==> src/rtl/sr_seq_ctrl.sv <==
// sr_seq_ctrl: two-requester round-robin sequencer that streams a latched word MSB-first into a serial-in shift register.
// Optional feature macro SR_CHECK_EN: compares the captured sr word with the sent word and raises a sticky err.
module sr_seq_ctrl #(
    parameter int WIDTH = 4,
    localparam int CNT_W = $clog2(WIDTH) + 1
) (
    input  logic             clk,
    input  logic             rst,
    input  logic             req0,
    input  logic [WIDTH-1:0] data0,
    input  logic             req1,
    input  logic [WIDTH-1:0] data1,
    output logic             gnt0,
    output logic             gnt1,
    output logic             busy,
    output logic             sr_in,
    input  logic [WIDTH-1:0] sr_out,
    output logic             rsp_valid,
    output logic             rsp_id,
    output logic [WIDTH-1:0] rsp_data,
    output logic             err
);
    localparam int IDX_W = $clog2(WIDTH);

    typedef enum logic [1:0] {
        IDLE,
        SHIFT,
        CAPT
    } state_t;

    state_t           state_q, state_d;
    logic [CNT_W-1:0] cnt_q, cnt_d;
    logic             last_q, last_d;
    logic             id_q, id_d;
    logic [WIDTH-1:0] shadow_q, shadow_d;
    logic             gnt0_q, gnt0_d;
    logic             gnt1_q, gnt1_d;
    logic             sr_in_q, sr_in_d;
    logic             rsp_valid_q, rsp_valid_d;
    logic             rsp_id_q, rsp_id_d;
    logic [WIDTH-1:0] rsp_data_q, rsp_data_d;
    logic             pick;
    logic [WIDTH-1:0] word;
    logic [IDX_W-1:0] bitIdx;
`ifdef SR_CHECK_EN
    logic             err_q, err_d;
`endif

    // cnt counts bits already driven; the MSB goes out on the grant edge itself.
    always_comb begin
        state_d     = state_q;
        cnt_d       = cnt_q;
        last_d      = last_q;
        id_d        = id_q;
        shadow_d    = shadow_q;
        gnt0_d      = 1'b0;
        gnt1_d      = 1'b0;
        sr_in_d     = 1'b0;
        rsp_valid_d = 1'b0;
        rsp_id_d    = rsp_id_q;
        rsp_data_d  = rsp_data_q;
        pick        = req1 & ~(req0 & last_q);
        word        = pick ? data1 : data0;
        bitIdx      = IDX_W'(WIDTH - 1) - cnt_q[IDX_W-1:0];
`ifdef SR_CHECK_EN
        err_d       = err_q;
`endif
        case (state_q)
            IDLE: begin
                if (req0 || req1) begin
                    id_d     = pick;
                    last_d   = pick;
                    shadow_d = word;
                    sr_in_d  = word[WIDTH-1];
                    cnt_d    = CNT_W'(1);
                    gnt0_d   = ~pick;
                    gnt1_d   = pick;
                    state_d  = SHIFT;
                end
            end
            SHIFT: begin
                if (cnt_q == CNT_W'(WIDTH)) begin
                    cnt_d   = '0;
                    state_d = CAPT;
                end else begin
                    sr_in_d = shadow_q[bitIdx];
                    cnt_d   = cnt_q + CNT_W'(1);
                end
            end
            CAPT: begin
                rsp_valid_d = 1'b1;
                rsp_id_d    = id_q;
                rsp_data_d  = sr_out;
                state_d     = IDLE;
`ifdef SR_CHECK_EN
                if (sr_out != shadow_q) begin
                    err_d = 1'b1;
                end
`endif
            end
            default: begin
                state_d = IDLE;
            end
        endcase
    end

    always_ff @(posedge clk) begin
        if (!rst) begin
            state_q     <= IDLE;
            cnt_q       <= '0;
            last_q      <= 1'b1;
            id_q        <= 1'b0;
            shadow_q    <= '0;
            gnt0_q      <= 1'b0;
            gnt1_q      <= 1'b0;
            sr_in_q     <= 1'b0;
            rsp_valid_q <= 1'b0;
            rsp_id_q    <= 1'b0;
            rsp_data_q  <= '0;
        end else begin
            state_q     <= state_d;
            cnt_q       <= cnt_d;
            last_q      <= last_d;
            id_q        <= id_d;
            shadow_q    <= shadow_d;
            gnt0_q      <= gnt0_d;
            gnt1_q      <= gnt1_d;
            sr_in_q     <= sr_in_d;
            rsp_valid_q <= rsp_valid_d;
            rsp_id_q    <= rsp_id_d;
            rsp_data_q  <= rsp_data_d;
        end
    end

`ifdef SR_CHECK_EN
    always_ff @(posedge clk) begin
        if (!rst) begin
            err_q <= 1'b0;
        end else begin
            err_q <= err_d;
        end
    end

    assign err = err_q;
`else
    assign err = 1'b0;
`endif

    assign gnt0      = gnt0_q;
    assign gnt1      = gnt1_q;
    assign busy      = (state_q != IDLE);
    assign sr_in     = sr_in_q;
    assign rsp_valid = rsp_valid_q;
    assign rsp_id    = rsp_id_q;
    assign rsp_data  = rsp_data_q;

endmodule

==> config.mk <==
export PLATFORM = sky130hd
export DESIGN_NAME = sr_seq_ctrl
export DESIGN_NICKNAME = d
export VERILOG_FILES = /design/src/rtl/sr_seq_ctrl.sv
export SDC_FILE = /design/constraint.sdc
export NUM_CORES = 1
export LEC_CHECK = 0
export CAP_MARGIN = 20
export CORE_MARGIN = 5
export CORE_UTILIZATION = 47
export CTS_CLUSTER_DIAMETER = 150
export CTS_CLUSTER_SIZE = 20
export DETAILED_ROUTE_END_ITERATION = 12
export PLACE_DENSITY = 0.89
export REMOVE_ABC_BUFFERS = 1
export SLEW_MARGIN = 10
export SYNTH_ARGS = -nofsm -noshare
export SYNTH_HDL_FRONTEND = slang
export SYNTH_SLANG_ARGS = --single-unit
==> constraint.sdc <==
create_clock -name clk -period 2.8 [get_ports clk]
set_clock_uncertainty 0.1 [all_clocks]
set_input_delay 0.28 -clock clk [delete_from_list [all_inputs] [get_ports clk]]
set_output_delay 0.28 -clock clk [all_outputs]
set_load 0.01 [all_outputs]
* Yosys cells after proc, flatten, opt, wreduce, memory -nomap -nowiden
Index checks and enable logic that the tools add are counted.
** Cells by class
- Equality and inequality tests :: 5
- Bitwise logic cells :: 4
- Add/sub/neg operators :: 2
- Muxes and demuxes :: 13
- $lt $le $gt $ge :: 1
- Reduce and logical (&&, ||, !) cells :: 8
** Operators by type and width (count)
- two-way mux 3 bit :: 2
- case mux 3 bit (2 select lines) :: 1
- AND reduction 2 bit :: 3
- two-way mux 1 bit :: 4
- two-way mux 2 bit :: 2
- two-way mux 4 bit :: 1
- inequality test 2 bit (second input constant) :: 2
- case mux 2 bit (2 select lines) :: 1
- nonzero test 2 bit :: 2
- adder 3 x 1 -> 3 bit (second input constant) :: 1
- == test 3 bit (second input constant) :: 1
- < comparator 2 x 3 -> 1 bit (second input constant) :: 1
- AND reduction 3 bit :: 1
- bitwise AND 1 bit :: 2
- binary-select mux 1 bit (select 2 bit) :: 1
- == test 2 x 1 -> 1 bit (second input constant) :: 1
- == test 2 bit (second input constant) :: 1
- logical NOT 2 bit :: 1
- NOT 1 bit :: 2
- case mux 1 bit (2 select lines) :: 1
- subtractor 2 bit (first input constant) :: 1
- logical OR 1 bit :: 1
** Storage, ports and cells
- Input port bits :: 16
- Register bits :: 20
- Logic and storage cells :: 44

* Depth between registers and ports, before layout
Gate-level depths: netlist of the first run.
- Word-level depth :: 6
- Depth in mapped cells :: 5

* Least setup slack after synthesis of the first run
OpenSTA, ideal clock, no wires.
- Path type :: flip-flop to flip-flop
- Start point :: reg cnt_q[0]
- End point :: reg cnt_q[2]
- Arrival time :: 1.186 ns
- Required time :: 2.609 ns
- Path slack :: 1.423 ns
- Setup time :: 0.091 ns
- Path buffers :: 0
- Cell stages (with the launch flop) :: 5
- Path through :: dfxtp_1 inv_1 ha_1 or3_1 a311oi_1
** Between the ends
- Word-level cells in the longest chain between the ends :: 3
** Ends and longest elaborated chain
- start: declaration :: line 32 : logic [CNT_W-1:0] cnt_q, cnt_d;
- start signal: assignment :: line 122 : cnt_q <= cnt_d;
- adder 3 x 1 -> 3 bit / == test 3 bit (equally long branches) :: line 87, 82
- two-way mux 3 bit (*) :: line 82 : if (cnt_q == CNT_W'(WIDTH)) begin
- case mux 3 bit (2 select lines) (*) :: line 68 : case (state_q)
Mark *: on every way between the ends. The rest lies on a longest branch, timed or not.
A chain may end at the register's enable or synchronous reset.

* Final worst setup path of the first run
- Start point :: reg state_q[1]
- End point :: out busy
** Between the ends
- Word-level cells in the longest chain between the ends :: 1
** Ends and longest elaborated chain
- start: declaration :: line 31 : state_t state_q, state_d;
- start signal: assignment :: line 121 : state_q <= state_d;
- nonzero test 2 bit :: line 151 : assign busy = (state_q != IDLE);
- end: declaration :: line 15 : output logic busy,
No other way between the ends.

==> results.cfg, run 1 <==
[outcome]
status = finished, final reports clean

[place]
dp_hpwl_um = 1332
portBuffers = 25
place_ws_ns = 1.042
placed_area_sq_um = 1111
place.gp.congestion = 0.8140
numPlacedInstances = 134

[die]
std_cell_rows = 15
core_sq_um = 1727
ios = 27
initial_core_util = 0.4920
die_h_um = 52.52
die_x_um = 52.52
dieArea_sq_um = 2758

[sta]
rsz0062_at_grt = false
clock.fmax_mhz = 533.4
worstMarginPinSlew_ns = 0.5937
finalCriticalPeriod_ns = 1.875
hold_violations = 0
slew_viol_final = 0
worst_slack_ns = 0.9252
max_slew_margin = 0.6034
holdWs_ns = 0.3926
post-route-period-util = 0.6696
fin_setup_tns_ns = 0
setup_viol = 0

[pwr]
swShare = 0.2482
p_leak_nw = 0.4314
peakVddDrop_uv = 364.7
total_power_mw = 0.5729
pwr-share-clk = 0.292
comb_power_share = 0.164
seqPwrFrac = 0.544
internal_power_mw = 0.4307
switching_power_mw = 0.1422
power.density_nw_per_um2 = 499.3

[clock_tree]
htree_levels = 1
cts-root-buf = clkbuf_4
cts.sinks = 20
cts_setup_buffers = 0
post_cts_resized = 0
hold_buffers = 0
cts.reportedPaths.clkPinSlew_ns = 0.11
clock_latency_ns = 0.30
clockBufferDepth = 2
tritoncts = built
cts_buffers = 3

[grt]
antenna_found_initial = 0
grt_max_degree = 15
grt_pass1_wl_um = 2973
first_global_vias = 694
grt_util_all_layers = 0.1424
grt_overflow = 0

[hold_path]
hold_path.class = flip-flop to flip-flop

[logic_synthesis]
ys_ff_latch = 20
synth_compound_area_frac = 0.1664
synthXorXnorAreaFrac = 0
seq_area_frac_synth = 0.4713
ys_types = 31
synth_cells = 88
synth_top_family_by_area = compound AO/OA/AOI/OAI gates
synth_area_sq_um = 849.6
synthAdderAreaFrac = 0.02946
avgSynthCellArea_sq_um = 9.654
yosysWarnings = 0
synth-simple-area-share = 0.1546
synth.area.mux_share = 0.1325

[routing]
first_pass_iters = 4
avgRoutedWirePerCell_um = 12.83
num_vias = 719
routed_wl_um = 1770
drc = 0
via_per_inst = 5.210
ant_nets = 0
drt-initial-drc-count = 23

[setup_path]
worstPathArrival_ns = 1.49
reg2reg_depth = 4
critPathCapture = busy
r2r-start = cnt_q[0]
path_class = flip-flop to output pin
r2r-end = cnt_q[2]
crit_start = state_q[1]
worst_setup_path_end_kind = output pin
reg2reg_slack_ns = 1.28
cp_max_fo = 10
crit_required_ns = 2.42
worstSetupStartpointType = flip-flop

[finish]
finalInstanceArea_sq_um = 1147
n_fill_cell = 154
num_antenna_cells = 0
syn2layout_area_growth_pct = 35.05
finish.net_count = 132
layout-drive-gt1-share = 0.07080
instances_no_fill = 138
final_util = 0.6645

[flow_run]
maxCapViolCount = 0
==> metal layers <==
layer	global-route usage	wire length, um
met1	0.1832	783
met2	0.2293	874
met3	0.02849	94
met4	0.05957	17
met5	0	0
==> logic make-up after synthesis <==
logic type / Yosys count
AND/OR/NAND/NOR: 26
other: 1
flip-flops: 20
buffers and inverters: 8
adder cells (fa/ha/maj): 2
AO/OA/AOI/OAI: 21
multiplexers: 10
==> synth_stat cells, drive strengths merged <==
cell | count | area share
buf | 3 | 0.019
or3 | 1 | 0.0074
nor3 | 2 | 0.012
a21oi | 9 | 0.053
clkbuf | 1 | 0.0044
a311oi | 1 | 0.010
nand4 | 1 | 0.0074
dfxtp | 20 | 0.47
nand3 | 1 | 0.0059
and3 | 2 | 0.015
nor2 | 11 | 0.057
o221a | 1 | 0.013
inv | 4 | 0.018
o21ai | 4 | 0.024
mux4 | 1 | 0.027
nand2 | 3 | 0.013
ha | 2 | 0.029
conb | 1 | 0.0044
mux2i | 9 | 0.11
a211oi | 4 | 0.035
nor2b | 2 | 0.015
nand2b | 1 | 0.0074
a22oi | 1 | 0.0088
and2 | 1 | 0.0074
or2 | 1 | 0.0074
a21boi | 1 | 0.022
==> layout by cell type, fill, tap and decap left out <==
master and count:
clkdlybuf4s50_1 25, dfxtp_1 20, nor2_1 10, mux2i_1 9, a21oi_1 9, a211oi_1 4, inv_1 3, nand2_1 3
o21ai_1 3, clkbuf_4 3, nor2b_1 2, nor3_1 2, and3_1 2, ha_1 2, nor2_4 1, inv_2 1
or2_1 1, a22oi_1 1, o21ai_0 1, nand2b_1 1, o221a_1 1, a21boi_4 1, or3_1 1, a311oi_1 1
nand3_1 1, mux4_2 1, nand4_1 1, and2_1 1, conb_1 1, clkbuf_8 1
==> power groups by stage <==
stage	Combinational [mW]	Clock, mW	Sequential, mW
floorplan	0.0495	0	0.317
global placement	0.0907	0	0.317
detailed placement	0.0939	0	0.318
CTS	0.0946	0.168	0.312
global route	0.103	0.181	0.314
finish	0.0940	0.167	0.312
==> critical path, stage by stage (launching register included) <==
cell and delay, ns:
dfxtp_1 0.38, nor2_4 0.26, inv_2 0.07, clkdlybuf4s50_1 0.48
==> flip-flops by register name, indices dropped and copies added, names as in the netlist, 2 cells and up <==
| name | flops |
|---|---|
| cnt_q | 3 |
| rsp_data | 4 |
| shadow_q | 4 |
| state_q | 2 |
==> worst min-delay path by stage <==
stage / cells after the start / end / slack (ns) / startpoint
after detailed placement: 2 / id_q / 0.38 / id_q
after global placement: 2 / rsp_data[2] / 0.37 / rsp_data[2]
after CTS: 2 / id_q / 0.40 / id_q
final: 2 / id_q / 0.39 / id_q
after global routing: 2 / id_q / 0.43 / id_q
after floorplan: 1 / last_q / 0.26 / rst
==> cell type report <==
class / instances / area [sq um] / share of cell area
Multi-Input combinational cell: 60 / 414.1 / 0.3610
Tap cell: 25 / 31.28 / 0.02726
Timing Repair Buffer: 25 / 250.2 / 0.2181
Clock buffer: 4 / 36.28 / 0.03162
Sequential cell: 20 / 400.4 / 0.3490
Inverter: 4 / 15.01 / 0.01309
Note: power is estimated with default switching activity, not from simulation.
==> run 2: changes to the inputs <==
--- a/config.mk
+++ b/config.mk
@@ -7,11 +7,11 @@
 export LEC_CHECK = 0
 export CAP_MARGIN = 20
 export CORE_MARGIN = 5
-export CORE_UTILIZATION = 47
+export CORE_UTILIZATION = 44
 export CTS_CLUSTER_DIAMETER = 150
 export CTS_CLUSTER_SIZE = 20
 export DETAILED_ROUTE_END_ITERATION = 12
-export PLACE_DENSITY = 0.89
+export PLACE_DENSITY = 0.85
 export REMOVE_ABC_BUFFERS = 1
 export SLEW_MARGIN = 10
 export SYNTH_ARGS = -nofsm -noshare
==> constraint.sdc (replaced) <==
create_clock -name clk -period 1.86 [get_ports clk]
set_clock_uncertainty 0.1 [all_clocks]
set_input_delay 0.186 -clock clk [delete_from_list [all_inputs] [get_ports clk]]
set_output_delay 0.186 -clock clk [all_outputs]
set_load 0.01 [all_outputs]
==> run 2 against run 1 <==
Sequential power is 51% higher. Cell area up 2.1%. Sequential cell count unchanged. Register-to-register slack worse by 0.96 ns.
==> results.cfg, run 2 (synthesized netlist as in run 1, its figures left out) <==
[routing]
first_pass_iters = 4
via_per_inst = 5.302
ant_nets = 0
routed_wl_um = 1885
drc = 0
drt-initial-drc-count = 11
num_vias = 737
avgRoutedWirePerCell_um = 13.56

[finish]
layout-drive-gt1-share = 0.07895
final_cell_mix = clkdlybuf4s50_1, dfxtp_1, nor2_1
n_fill_cell = 147
final_common_cell = clkdlybuf4s50_1
syn2layout_area_growth_pct = 37.85
num_antenna_cells = 0
finish.net_count = 133
final_util = 0.6568

[setup_path]
crit_required_ns = 1.57
cp_max_fo = 10
worstSetupStartpointType = flip-flop
worst_setup_path_end_kind = output pin
path_class = flip-flop to output pin
worstPathArrival_ns = 1.50

[die]
std_cell_rows = 15
initial_core_util = 0.4765
core_sq_um = 1783
dieArea_sq_um = 2910
ios = 27
die_x_um = 53.94
die_h_um = 53.94

[pwr]
power.density_nw_per_um2 = 828.8
p_leak_nw = 0.4433
peakVddDrop_uv = 787.5

[sta]
finalCriticalPeriod_ns = 1.786
setup_viol = 0
post-route-period-util = 0.9602
slew_viol_final = 0
fin_setup_tns_ns = 0
holdWs_ns = 0.3766
rsz0062_at_grt = false
hold_violations = 0
clock.fmax_mhz = 559.9

[clock_tree]
htree_levels = 1
clock_latency_ns = 0.31
cts.reportedPaths.clkPinSlew_ns = 0.12
tritoncts = built
clockBufferDepth = 2
post_cts_resized = 0
cts.sinks = 20
cts-root-buf = clkbuf_4
hold_buffers = 0
cts_setup_buffers = 0
cts_buffers = 3

[grt]
grt_max_degree = 15
antenna_found_initial = 0
grt_pass1_wl_um = 3243
grt_util_all_layers = 0.1503
grt_overflow = 0
first_global_vias = 762

[place]
place.gp.congestion = 0.7850
dp_hpwl_um = 1444
portBuffers = 25

[outcome]
status = finished, final reports clean

[hold_path]
hold_path.class = input pin to flip-flop

[flow_run]
maxCapViolCount = 0
-- run 2: cell count changes in the layout (fill, tap and decap cells not counted), sizes merged --
cell / before / now
buf: 0 / 1
bufinv: 0 / 1
clkbuf: 4 / 3
-- run 2: path summary, 6_finish.rpt --
kind / depth (start not counted) / endpoint / slack [ns] / start
setup reg to reg: 4 / cnt_q[2] / 0.32 / cnt_q[0]
hold / removal: 3 / rsp_data[2] / 0.38 / sr_out[2]
setup / recovery: 3 / busy / 0.07 / state_q[1]
hold reg to reg: 2 / rsp_data[3] / 0.40 / rsp_data[3]
-- run 2: worst max-delay path, cell delays in order (launching register included) --
cell	delay, ns
dfxtp_1	0.48
nor2_4	0.11
inv_2	0.07
clkdlybuf4s50_1	0.53
-- run 2: per-layer routing --
layer / routed length, um / track usage
met1: 795 / 0.1695
met2: 980 / 0.2742
met3: 80 / 0.02770
met4: 29 / 0.05957
met5: 0 / 0
-- run 2: cell type report --
| type | count | area, sq um | area share |
|---|---|---|---|
| Clock inverter | 1 | 30.03 | 0.02564 |
| Timing Repair Buffer | 26 | 257.7 | 0.2201 |
| Multi-Input combinational cell | 60 | 414.1 | 0.3536 |
| Tap cell | 25 | 31.28 | 0.02671 |
| Sequential cell | 20 | 400.4 | 0.3419 |
| Inverter | 4 | 15.01 | 0.01282 |
| Clock buffer | 3 | 22.52 | 0.01923 |
-- run 2: report_power, final --
group / internal [mW] / total, mW / switching (mW)
clock: 0.218 / 0.355 / 0.138
combinational: 0.0782 / 0.145 / 0.0663
sequential: 0.452 / 0.471 / 0.0188
-- run 2: stage by stage --
stage	worst slack (ns)	area, sq um	power (mW)	cells
CTS	0.05139	1171	0.9757	139
global route	0.01034	1171	1.016	139
finish	0.07398	1171	0.9706	139
floorplan	0.4828	829.5	0.5520	84
detailed placement	0.1528	1119	0.6232	135
global placement	0.2473	1119	0.6139	135
